File: src/rtl/dmem_ctrl.sv
// dmem_ctrl: data-memory controller between the core load/store port and a
// word-addressed synchronous RAM with a fixed read latency. It also decodes one
// memory-mapped output register and flags illegal accesses.
//
// Ports
//   clk_i              clock, all state on the rising edge
//   rst_i              synchronous reset, active high
//   read_i / write_i   core load / store request (level, held while stall_o high)
//   dir_dmem_i         word address from the core
//   data_write_dmem_i  store data from the core
//   data_read_dmem_o   load data to the core
//   stall_o            core holds PC and request while high
//   err_o              sticky illegal-access flag (cleared by reset only)
//   mem_addr_o         RAM word address
//   mem_wdata_o        RAM write data
//   mem_we_o           RAM write strobe, one-cycle pulse
//   mem_re_o           RAM read strobe, one-cycle pulse
//   mem_rdata_i        RAM read data, valid WAIT_STATES cycles after mem_re_o
//   io_out_o           memory-mapped output register
module dmem_ctrl #(
    parameter int          ADDR_W      = 8,
    parameter int          WAIT_STATES = 1,
    parameter logic [31:0] IO_ADDR     = 32'h0000_0400
) (
    input  logic              clk_i,
    input  logic              rst_i,
    input  logic              read_i,
    input  logic              write_i,
    input  logic [31:0]       dir_dmem_i,
    input  logic [31:0]       data_write_dmem_i,
    output logic [31:0]       data_read_dmem_o,
    output logic              stall_o,
    output logic              err_o,
    output logic [ADDR_W-1:0] mem_addr_o,
    output logic [31:0]       mem_wdata_o,
    output logic              mem_we_o,
    output logic              mem_re_o,
    input  logic [31:0]       mem_rdata_i,
    output logic [31:0]       io_out_o
);

    localparam logic [1:0] S_IDLE   = 2'd0;
    localparam logic [1:0] S_ACCESS = 2'd1;
    localparam logic [1:0] S_DONE   = 2'd2;

    // Counter load value; it also marks the first ACCESS cycle, where the
    // strobe is issued.
    localparam logic [3:0] WS_INIT = 4'(WAIT_STATES);

    logic [1:0]        state_q, state_d;
    logic [3:0]        cnt_q, cnt_d;
    logic [ADDR_W-1:0] addr_q, addr_d;
    logic [31:0]       wdata_q, wdata_d;
    logic              load_q, load_d;
    logic [31:0]       rdata_q, rdata_d;
    logic [31:0]       io_q, io_d;
    logic              err_q, err_d;

    // Address decode; only acted on in IDLE.
    logic req, both, hit_io, hit_ram;
    logic acc_bad, acc_io, acc_ram;

    assign req     = read_i | write_i;
    assign both    = read_i & write_i;
    assign hit_io  = (dir_dmem_i == IO_ADDR);
    assign hit_ram = ((dir_dmem_i >> ADDR_W) == 32'd0);
    assign acc_bad = req & (both | (~hit_io & ~hit_ram));
    assign acc_io  = req & ~both & hit_io;
    // IO decode wins should IO_ADDR ever be placed inside the RAM range.
    assign acc_ram = req & ~both & hit_ram & ~hit_io;

    logic        stall_c, we_c, re_c;
    logic [31:0] drd_c;

    always_comb begin
        state_d = state_q;
        cnt_d   = cnt_q;
        addr_d  = addr_q;
        wdata_d = wdata_q;
        load_d  = load_q;
        rdata_d = rdata_q;
        io_d    = io_q;
        err_d   = err_q;
        stall_c = 1'b0;
        we_c    = 1'b0;
        re_c    = 1'b0;
        drd_c   = rdata_q;

        case (state_q)
            S_IDLE: begin
                if (acc_bad) begin
                    err_d = 1'b1;
                    drd_c = 32'd0;
                end else if (acc_io) begin
                    if (write_i) io_d = data_write_dmem_i;
                    if (read_i)  drd_c = io_q;
                end else if (acc_ram) begin
                    stall_c = 1'b1;
                    addr_d  = dir_dmem_i[ADDR_W-1:0];
                    wdata_d = data_write_dmem_i;
                    load_d  = read_i;
                    cnt_d   = WS_INIT;
                    state_d = S_ACCESS;
                end
            end
            S_ACCESS: begin
                stall_c = 1'b1;
                if (cnt_q == WS_INIT) begin
                    re_c = load_q;
                    we_c = ~load_q;
                end
                if (cnt_q == 4'd0) begin
                    // Stores take the same path but have nothing to capture.
                    if (load_q) rdata_d = mem_rdata_i;
                    state_d = S_DONE;
                end else begin
                    cnt_d = cnt_q - 4'd1;
                end
            end
            S_DONE: begin
                // The core still presents the finished request here; drop it.
                state_d = S_IDLE;
            end
            default: state_d = S_IDLE;
        endcase
    end

    always_ff @(posedge clk_i) begin
        if (rst_i) begin
            state_q <= S_IDLE;
            cnt_q   <= 4'd0;
            addr_q  <= '0;
            wdata_q <= 32'd0;
            load_q  <= 1'b0;
            rdata_q <= 32'd0;
            io_q    <= 32'd0;
            err_q   <= 1'b0;
        end else begin
            state_q <= state_d;
            cnt_q   <= cnt_d;
            addr_q  <= addr_d;
            wdata_q <= wdata_d;
            load_q  <= load_d;
            rdata_q <= rdata_d;
            io_q    <= io_d;
            err_q   <= err_d;
        end
    end

    assign stall_o          = stall_c & ~rst_i;
    assign mem_we_o         = we_c & ~rst_i;
    assign mem_re_o         = re_c & ~rst_i;
    assign data_read_dmem_o = drd_c;
    assign err_o            = err_q;
    assign io_out_o         = io_q;
    assign mem_addr_o       = addr_q;
    assign mem_wdata_o      = wdata_q;

endmodule
File: config.mk
export PLATFORM = sky130hd
export DESIGN_NAME = dmem_ctrl
export DESIGN_NICKNAME = d
export VERILOG_FILES = /design/src/rtl/dmem_ctrl.sv
export SDC_FILE = /design/constraint.sdc
export NUM_CORES = 1
export LEC_CHECK = 0
export BUFFER_PORTS_ARGS = -buffer_cell sky130_fd_sc_hd__buf_2
export CAP_MARGIN = 10
export CORE_ASPECT_RATIO = 2
export CORE_MARGIN = 1.5
export CORE_UTILIZATION = 48
export CTS_CLUSTER_DIAMETER = 120
export CTS_CLUSTER_SIZE = 20
export DETAILED_ROUTE_END_ITERATION = 12
export PLACE_DENSITY = 0.79
export SETUP_SLACK_MARGIN = 0.4
export SYNTH_ARGS = -nofsm -noshare
export SYNTH_HDL_FRONTEND = slang
export SYNTH_SLANG_ARGS = --single-unit
File: constraint.sdc
create_clock -name clk_i -period 2.3 [get_ports clk_i]
set_input_delay 0 -clock clk_i [delete_from_list [all_inputs] [get_ports clk_i]]
set_output_delay 0 -clock clk_i [all_outputs]
set_load 0.03 [all_outputs]
* After elaboration in Yosys (flattened, before gate mapping) *
Cells that the tools add are included.

cells by class
  equal/unequal tests = 8
  multiplexer cells = 22
  $add $sub $neg = 1
  bitwise logic cells = 19
  reduce and logical (&&, ||, !) cells = 10

operators by type and width
  operator              count
  $mux 32               4
  $eq 32x11->1 const B  1
  $logic_not 32->1      1
  $mux 4                4
  $reduce_and 4->1      3
  $and 1x1->1           10
  $ne 2x2->1 const B    5
  $mux 2                4
  $pmux 4 s2            1
  $mux 1                7
  $not 1->1             7
  $reduce_and 5->1      1
  $eq 4x1->1 const B    1
  $logic_not 4->1       1
  $pmux 2 s2            1
  $sub 4x1->4 const B   1
  $reduce_and 3->1      1
  $eq 2x1->1 const B    1
  $logic_not 2->1       1
  $or 1x1->1            2
  $pmux 1 s2            1
  $reduce_and 2->1      1
  $reduce_bool 2->1     1

storage, ports and cells
  output and inout bits = 108
  flip-flop bits (word level) = 112
  logic and storage cells = 68
  input bits = 100

* Depth between registers and ports, before layout *
Gate-level depths: netlist of run 1.

  depth in word-level cells = 10
  mapped depth = 9
  mapped depth without buffers = 7

* Least setup slack after synthesis of run 1 *
Ideal clock, no wire load.

  path kind = register to output
  from = register state_q[0]
  to = output stall_o
  arrival time = 2.032 ns
  cell stages (with the launch flop) = 7
  buffers on the path = 1
  required time = 2.300 ns
  slack = 0.268 ns
  path through = dfxtp_1 nor2_1 nand2_1 nor4b_2 buf_2 nor2_1 nor3_1

on the way
  cells in the longest elaborated chain, start to end = 3
  elaborated cells on any way between the ends = 4
  those cells by class = eq/ne: 1; mux: 1; bitwise: 1; reduce/logical: 1

RTL lines
  what                                                  RTL line  source
  start, declared                                       50        logic [1:0] state_q, state_d;
  start signal, assigned                                139       state_q <= state_d;
  $eq 2x1->1 / $logic_not 2->1 (equally long branches)  89        case (state_q)
  $pmux 1 s2 (*)                                        89
  $and 1x1->1 (*)                                       150       assign stall_o = stall_c & ~rst_i;
  end, declared                                         32        output logic stall_o,

Mark *: on every way between the ends. The rest lies on a longest branch, timed or not.

* Final worst setup path of run 1 *
  from = register state_q[1]
  to = output data_read_dmem_o[11]

on the way
  cells in the longest elaborated chain, start to end = 2

RTL lines
  what             RTL line  source
  $logic_not 2->1  89
  $mux 32          89
  end, declared    31        output logic [31:0] data_read_dmem_o,

Every way passes these cells.

==> results by group, run 1 <==
Die
  – Top Ports: about 210
  – Core Region: between 10000 and 15000 sq um
  – Initial Util: 0.495
  – DIE WIDTH: 75.3 um
  – Die Y: 148 um
  – Row count: 52
  – Die ar.: 11100 sq um

Setup path
  – Critical Path Start Type: register
  – Kind of critical path: reg -> out
  – Critical Path RT: 2300 ps
  – Critical Path Fanout Max: 8
  – WP data arrival: roughly 2000 ps
  – CP endpoint kind: output port

GRT
  – Vias in the first global route: slightly below 6000
  – Initial antenna violation count: 1
  – GR Overflow Total: 0
  – GR Util All Layers: 0.336
  – Largest net degree at the start of global routing: 69
  – First-pass GRT wire length: 28400 um

Place
  – PortBufs: between 200 and 250
  – Detailed placer's ending HPWL: 11400 um
  – GPL Wtd Cong: between 0.8 and 0.9

Yosys
  – Number of synthesized flops with an enable pin: 0
  – Cell area after synthesis: 5020 sq um
  – Yosys reg bits: 112
  – Seq/Total Area, Yosys: 0.446
  – Syn Nets: 756
  – Syn Area/Cell: 7.72 sq um
  – Count leader, synth: nand2_1
  – Syn. warnings: 0
  – FFs w/ async S/R, synth: 0
  – Netlist cell types: 41
  – Post-synth top cells: 247 x nand2_1, 112 x dfxtp_1, 77 x a21oi_1
  – Yosys top cell area share: 0.446
  – Post-Synthesis Cells: 651
  – Yosys top cell by area: dfxtp_1
  – Ranking of synthesized cells by area: dfxtp_1 45%, nand2_1 18%, a21oi_1 7.7%, mux2i_1 6.6%, a22oi_1 4.8%
  – Post-synth top flop: dfxtp_1

Clocking
  – Later-pin clock latency in the skew report: about 350 ps
  – CTS buffer count: 9
  – CTS H-tree depth: 3
  – CTS tree: yes
  – CTS Buffer Depth: 2
  – Root buffer cell: clkbuf_16
  – Clock Sinks: about 110
  – Clk slew on worst S/H paths: 70 ps

Detailed routing
  – Final WL: 19600 um
  – Drt pass-1 iters: 5
  – Via-to-Cell Ratio: 5.66
  – Post-route antenna net violation count: 0
  – WL per Instance: 18.6 um
  – Vias: approximately 6000
  – 1st-iter DRT viols: 528
  – DRC viols: 0

Layout
  – Layout cells sized above 1: 0.293
  – Final #Nets: just over 1000
  – Area Growth Syn to Fin: 50.0%
  – Fillers: 699

Hold path
  – Worst min path class: in -> reg

STA
  – Period utilisation layout: 0.870
  – Rel. slew slack: 0.455
  – Slew Viols, Final: 0
  – RSZ-0062 raised after global routing: true
  – Setup TNS: 0 ps
  – Fin. Hold Viols: 0
  – # setup viols final: 0
  – Max Clk Rate: between 400 and 500 MHz
  – Final Critical Period: 2000 ps
  – Clock Skews: 9.72 ps
  – Hold_ws: 88.9 ps
  – Worst slew pin tran: 817 ps

Job
  – Maxcap violations: 0

Power and ir drop
  – PwrDens: 514 nW/um^2
  – Worst-case vdd ir drop: roughly 0.48 mV
  – Static Leak: 0.00306 uW

Run status
  – Status: finished, final reports clean
per-stage QoR:
step	cells	worst slack (ps)	power [uW]	util	area (sq um)
3_3_place_gp	956	442	2190	0.609	6190
5_1_grt	1054	198	3990	0.743	7540
3_5_place_dp	956	337	2200	0.609	6190
6_report	1054	300	3870	0.743	7540
4_1_cts	1049	374	3860	0.722	7320
2_1_floorplan	651	521	2060	-	5030
cells by family (layout without fill, tap and decap cells):
| family | after synthesis | in the layout | synth area share |
|---|---|---|---|
| AOI/OAI and AO/OA | 152 | 152 | 0.174 |
| adders and majority gates | 5 | 5 | 0.0125 |
| buffers and inverters | 58 | 325 | 0.0488 |
| DFF | 112 | 112 | 0.446 |
| muxes | 33 | 33 | 0.0657 |
| other | 0 | 1 | 0 |
| and+or+nand+nor | 291 | 291 | 0.252 |
power by group:
part           total (uW)  internal [uW]  switching (uW)
Clock                1600            857             746
Combinational         332            174             158
Sequential           1940           1940           0.608
worst paths after layout:
kind | start | end | slack [ps] | cells past startpoint
max | state_q[1] | data_read_dmem_o[11] | 300 | 8
min | rst_i | mem_wdata_o[30] | 90 | 2
max reg2reg | state_q[1] | io_out_o[0] | 320 | 7
min reg2reg | mem_wdata_o[30] | mem_wdata_o[30] | 450 | 2
critical path: stages, from the launching register on:
cell and delay, ps:
dfxtp_4 370, nor2_4 130, nand3_4 100, nor4_4 270, buf_4 210, clkbuf_16 170, a22oi_1 70, o21ai_1 140
buf_4 190
flip-flops by register name (all words and copies together), names as in the netlist:
signal / flops
mem_addr_o: 8
load_q: 1
cnt_q: 4
rdata_q: 32
state_q: 2
mem_wdata_o: 32
io_out_o: 32
err_o: 1
layout by cell type, fill, tap and decap left out, types with 3 or more instances in the layout:
cell type      instances
mux2i_1               32
ha_1                   5
nand3_1                3
a21oi_1               77
buf_12                 4
clkbuf_16             12
inv_1                  8
nor3_1                 3
dlygate4sd3_1         73
dfxtp_1              110
o21ai_1               33
nand2_1              246
a22oi_2                7
or3_1                  4
a22oi_1               25
buf_2                174
buf_4                 43
nor4_4                 5
nor2b_1                3
nor2_1                 9
metal layers:
layer | global-route usage | wire (um) | vias to the layer above
met3 | 0.0634 | 1320 | 102
met4 | 0.254 | 1480 | 0
met2 | 0.570 | 10000 | 371
li1 | - | - | 2718
met5 | 0 | 0 | -
met1 | 0.348 | 6740 | 2770
repair_timing:
item | in CTS | in global routing
buffers inserted | 3 | 1
endpoints found under the hold margin | 105 | 0
resized for setup | 10 | 75
hold buffers | 73 | 0
cloned | 2 | 3
pin swaps | 1 | 6
setup endpoints to repair | 10 | 47
cell type report:
| class | count | area, sq um | share of cell area |
|---|---|---|---|
| inverter | 9 | 33.8 | 0.00448 |
| timing repair buffer | 301 | 2160 | 0.286 |
| tap | 135 | 169 | 0.0224 |
| sequential | 112 | 2250 | 0.298 |
| clock buffer | 9 | 225 | 0.0299 |
| antenna | 1 | 2.50 | 0.000332 |
| multi-input combinational | 481 | 2630 | 0.348 |
| clock inverter | 6 | 75.1 | 0.00996 |
Power figures use the tool's default switching activity.
==> inputs of run 2 (changes only) <==
--- a/config.mk
+++ b/config.mk
@@ -7,11 +7,12 @@
 export LEC_CHECK = 0
 export BUFFER_PORTS_ARGS = -buffer_cell sky130_fd_sc_hd__buf_2
 export CAP_MARGIN = 10
+export CELL_PAD_IN_SITES_DETAIL_PLACEMENT = 1
+export CELL_PAD_IN_SITES_GLOBAL_PLACEMENT = 2
 export CORE_ASPECT_RATIO = 2
 export CORE_MARGIN = 1.5
-export CORE_UTILIZATION = 48
+export CORE_UTILIZATION = 26
 export CTS_CLUSTER_DIAMETER = 120
-export CTS_CLUSTER_SIZE = 20
 export DETAILED_ROUTE_END_ITERATION = 12
 export PLACE_DENSITY = 0.79
 export SETUP_SLACK_MARGIN = 0.4
==> results by group, run 2 (synthesis gave the netlist of run 1 again) <==
Clocking
  – CTS buffer count: 9 (unchanged)
  – CTS Buffer Depth: 2 (unchanged)
  – Root buffer cell: clkbuf_16
  – CTS tree: yes
  – Clk slew on worst S/H paths: 60 ps (about the same)
  – Clock Sinks: 112 (unchanged)
  – CTS H-tree depth: 3 (unchanged)
  – Later-pin clock latency in the skew report: 360 ps (about the same)

Place
  – GPL Wtd Cong: 0.767 (-9.8%)
  – Detailed placer's ending HPWL: 14600 um (+28%)
  – PortBufs: 207 (unchanged)
  – Post-Place Setup Slack: 178 ps (-159 ps)

Setup path
  – Crit path depth: 8 (unchanged)
  – FF-to-FF setup slack: 380 ps (+60 ps)
  – CP Capture Point: data_read_dmem_o[22]
  – Cells on worst reg2reg path: 7 (unchanged)
  – WP data arrival: 1920 ps (-80 ps)
  – Critical Path Start Type: register
  – CP Cell Sequence: nor2_4, nand3_4, nor4_4, buf_4, buf_12, a22oi_1, o21ai_1, buf_4
  – Slowest stage delay, CP: 350 ps (-20 ps)
  – Kind of critical path: reg -> out
  – Critical Path Fanout Max: 8 (unchanged)
  – Reg-to-reg startpoint: state_q[1]
  – Family with the most delay on the worst path: buffers and inverters
  – Worst Setup SP: state_q[1]
  – Worst path buffer plus inverter count: 3 (unchanged)
  – CP endpoint kind: output port
  – Critical Path RT: 2300 ps (about the same)
  – RR Endpoint: io_out_o[25]
  – Most used cell, CP: buf_4
  – Max stage delay cell, worst path: dfxtp_4

Die
  – DIE WIDTH: 101 um (+34%)
  – Row count: 71 (+37%)
  – Top Ports: 208 (unchanged)
  – Die ar.: 20200 sq um (+82%)
  – Die Y: 200 um (+35%)
  – Initial Util: 0.267 (-0.228)
  – Core Region: 18800 sq um (+86%)

Detailed routing
  – DRC viols: 0 (unchanged)
  – 1st-iter DRT viols: 140 (-73%)
  – Post-route antenna net violation count: 0 (unchanged)
  – Vias: 5574 (-6.5%)
  – Via-to-Cell Ratio: 4.72 (-17%)
  – Final WL: 21900 um (+12%)
  – Drt pass-1 iters: 5 (unchanged)
  – WL per Instance: 18.5 um (-0.17%)

STA
  – Worst slew pin tran: 542 ps (-276 ps)
  – Clock Skews: 15.0 ps (+5.24 ps)
  – RSZ-0062 raised after global routing: true
  – Max Clk Rate: 520 MHz (+4.0%)
  – PnR worst setup slack: 376 ps (+76.8 ps)
  – Slew Viols, Final: 0 (unchanged)
  – Fin. Hold Viols: 0 (unchanged)
  – Final Critical Period: 1920 ps (-76.8 ps)
  – Setup TNS: 0 ps (unchanged)
  – Period utilisation layout: 0.836 (-0.0334)
  – # setup viols final: 0 (unchanged)
  – Rel. slew slack: 0.638 (+0.183)

Power and ir drop
  – Clock share of power: 0.417 (+0.003)
  – Sw frac: 0.239 (+0.00487)
  – Static Leak: 0.00309 uW (+1.2%)
  – Psw: 931 uW (+2.9%)
  – Worst-case vdd ir drop: 0.299 mV (-37%)
  – PwrDens: 504 nW/um^2 (-1.9%)
  – Internal: 2970 uW (+0.12%)
  – Flop pwr share: 0.497 (-0.003)
  – Gate power share: 0.087 (about the same)

Layout
  – Final #Nets: 1026 (+0.69%)
  – Most common cell after layout, fill and taps aside: nand2_1
  – Area Growth Syn to Fin: 54.1%
  – Layout cells sized above 1: 0.298 (+0.00503)
  – Most frequent cells in the layout: 247 x nand2_1, 173 x buf_2, 110 x dfxtp_1, 77 x a21oi_1, 73 x dlygate4sd3_1

GRT
  – Initial antenna violation count: 1 (unchanged)
  – GR Overflow Total: 0 (unchanged)
  – Vias in the first global route: 5836 (-0.44%)
  – GR Util All Layers: 0.208 (-0.128)
  – Largest net degree at the start of global routing: 44 (-36%)
  – First-pass GRT wire length: 31400 um (+10%)

Hold path
  – Worst min path class: in -> reg

Job
  – Maxcap violations: 0 (unchanged)

Run status
  – Status: finished, final reports clean
run 2: changes by cell type in the layout (fill, tap and decap cells not counted), moves of 2 or more:
| cell | before | now |
|---|---|---|
| a22oi_1 | 25 | 30 |
| a22oi_2 | 7 | 2 |
| buf_4 | 43 | 49 |
| buf_6 | 2 | 4 |
| clkbuf_1 | 0 | 2 |
| inv_6 | 2 | 0 |
| o21ai_1 | 33 | 31 |
| o21ai_2 | 0 | 2 |
run 2: layout make-up:
cell class | instances | area, sq um
Antenna cell | 1 | 2.50
Clock buffer | 11 | 233
Clock inverter | 5 | 65.1
Fill cell | 2351 | 11100
Inverter | 9 | 33.8
Multi-Input combinational cell | 481 | 2630
Sequential cell | 112 | 2250
Tap cell | 255 | 319
Timing Repair Buffer | 308 | 2220
run 2: worst min-delay path by stage:
stage | endpoint | slack [ps] | startpoint | cells after the start
floorplan | rdata_q[0] | 140 | mem_rdata_i[0] | 2
global placement | rdata_q[29] | 240 | mem_rdata_i[29] | 3
detailed placement | rdata_q[18] | 250 | mem_rdata_i[18] | 3
CTS | state_q[0] | 170 | dir_dmem_i[22] | 5
global route | state_q[0] | 190 | dir_dmem_i[22] | 5
finish | state_q[0] | 170 | rst_i | 3
run 2: power groups by stage:
stage / Clock [uW] / Sequential, uW / Combinational [uW]
final: 1630 / 1940 / 338
after global routing: 1740 / 1940 / 362
after CTS: 1680 / 1940 / 332
after detailed placement: 0 / 1980 / 229
after global placement: 0 / 1980 / 229
after floorplan: 0 / 1990 / 77.9
run 2: tightest hold or removal path: stages:
cell     delay, ps
buf_4          100
inv_2          200
o311a_1        180
run 2: routing by layer:
layer / part of all wire / global-route usage / routed length, um
met1: 0.37 / 0.202 / 8020
met5: 0 / 0 / 0
met4: 0.035 / 0.109 / 776
met3: 0.028 / 0.0287 / 612
met2: 0.57 / 0.411 / 12500
run 2: per-stage QoR:
| step | total power [uW] | area (sq um) | util | hold WS (ps) | std cells |
|---|---|---|---|---|---|
| after detailed placement | 2210 | 6360 | 0.338 | 247 | 1079 |
| after global routing | 4040 | 7740 | 0.411 | 193 | 1182 |
| after CTS | 3950 | 7540 | 0.400 | 166 | 1174 |
| final | 3900 | 7740 | 0.411 | 168 | 1182 |
| after floorplan | 2060 | 5030 | - | 136 | 651 |
| after global placement | 2210 | 6360 | 0.338 | 243 | 1079 |
run 2: timing repair:
item | 4_1_cts | 5_1_grt
hold endpoints to repair | 105 | 0
cloned | 1 | 4
endpoints found under the setup margin | 33 | 57
setup buffers | 5 | 3
resized for setup | 30 | 34
pin swaps | 4 | 1
hold buffers | 73 | 0
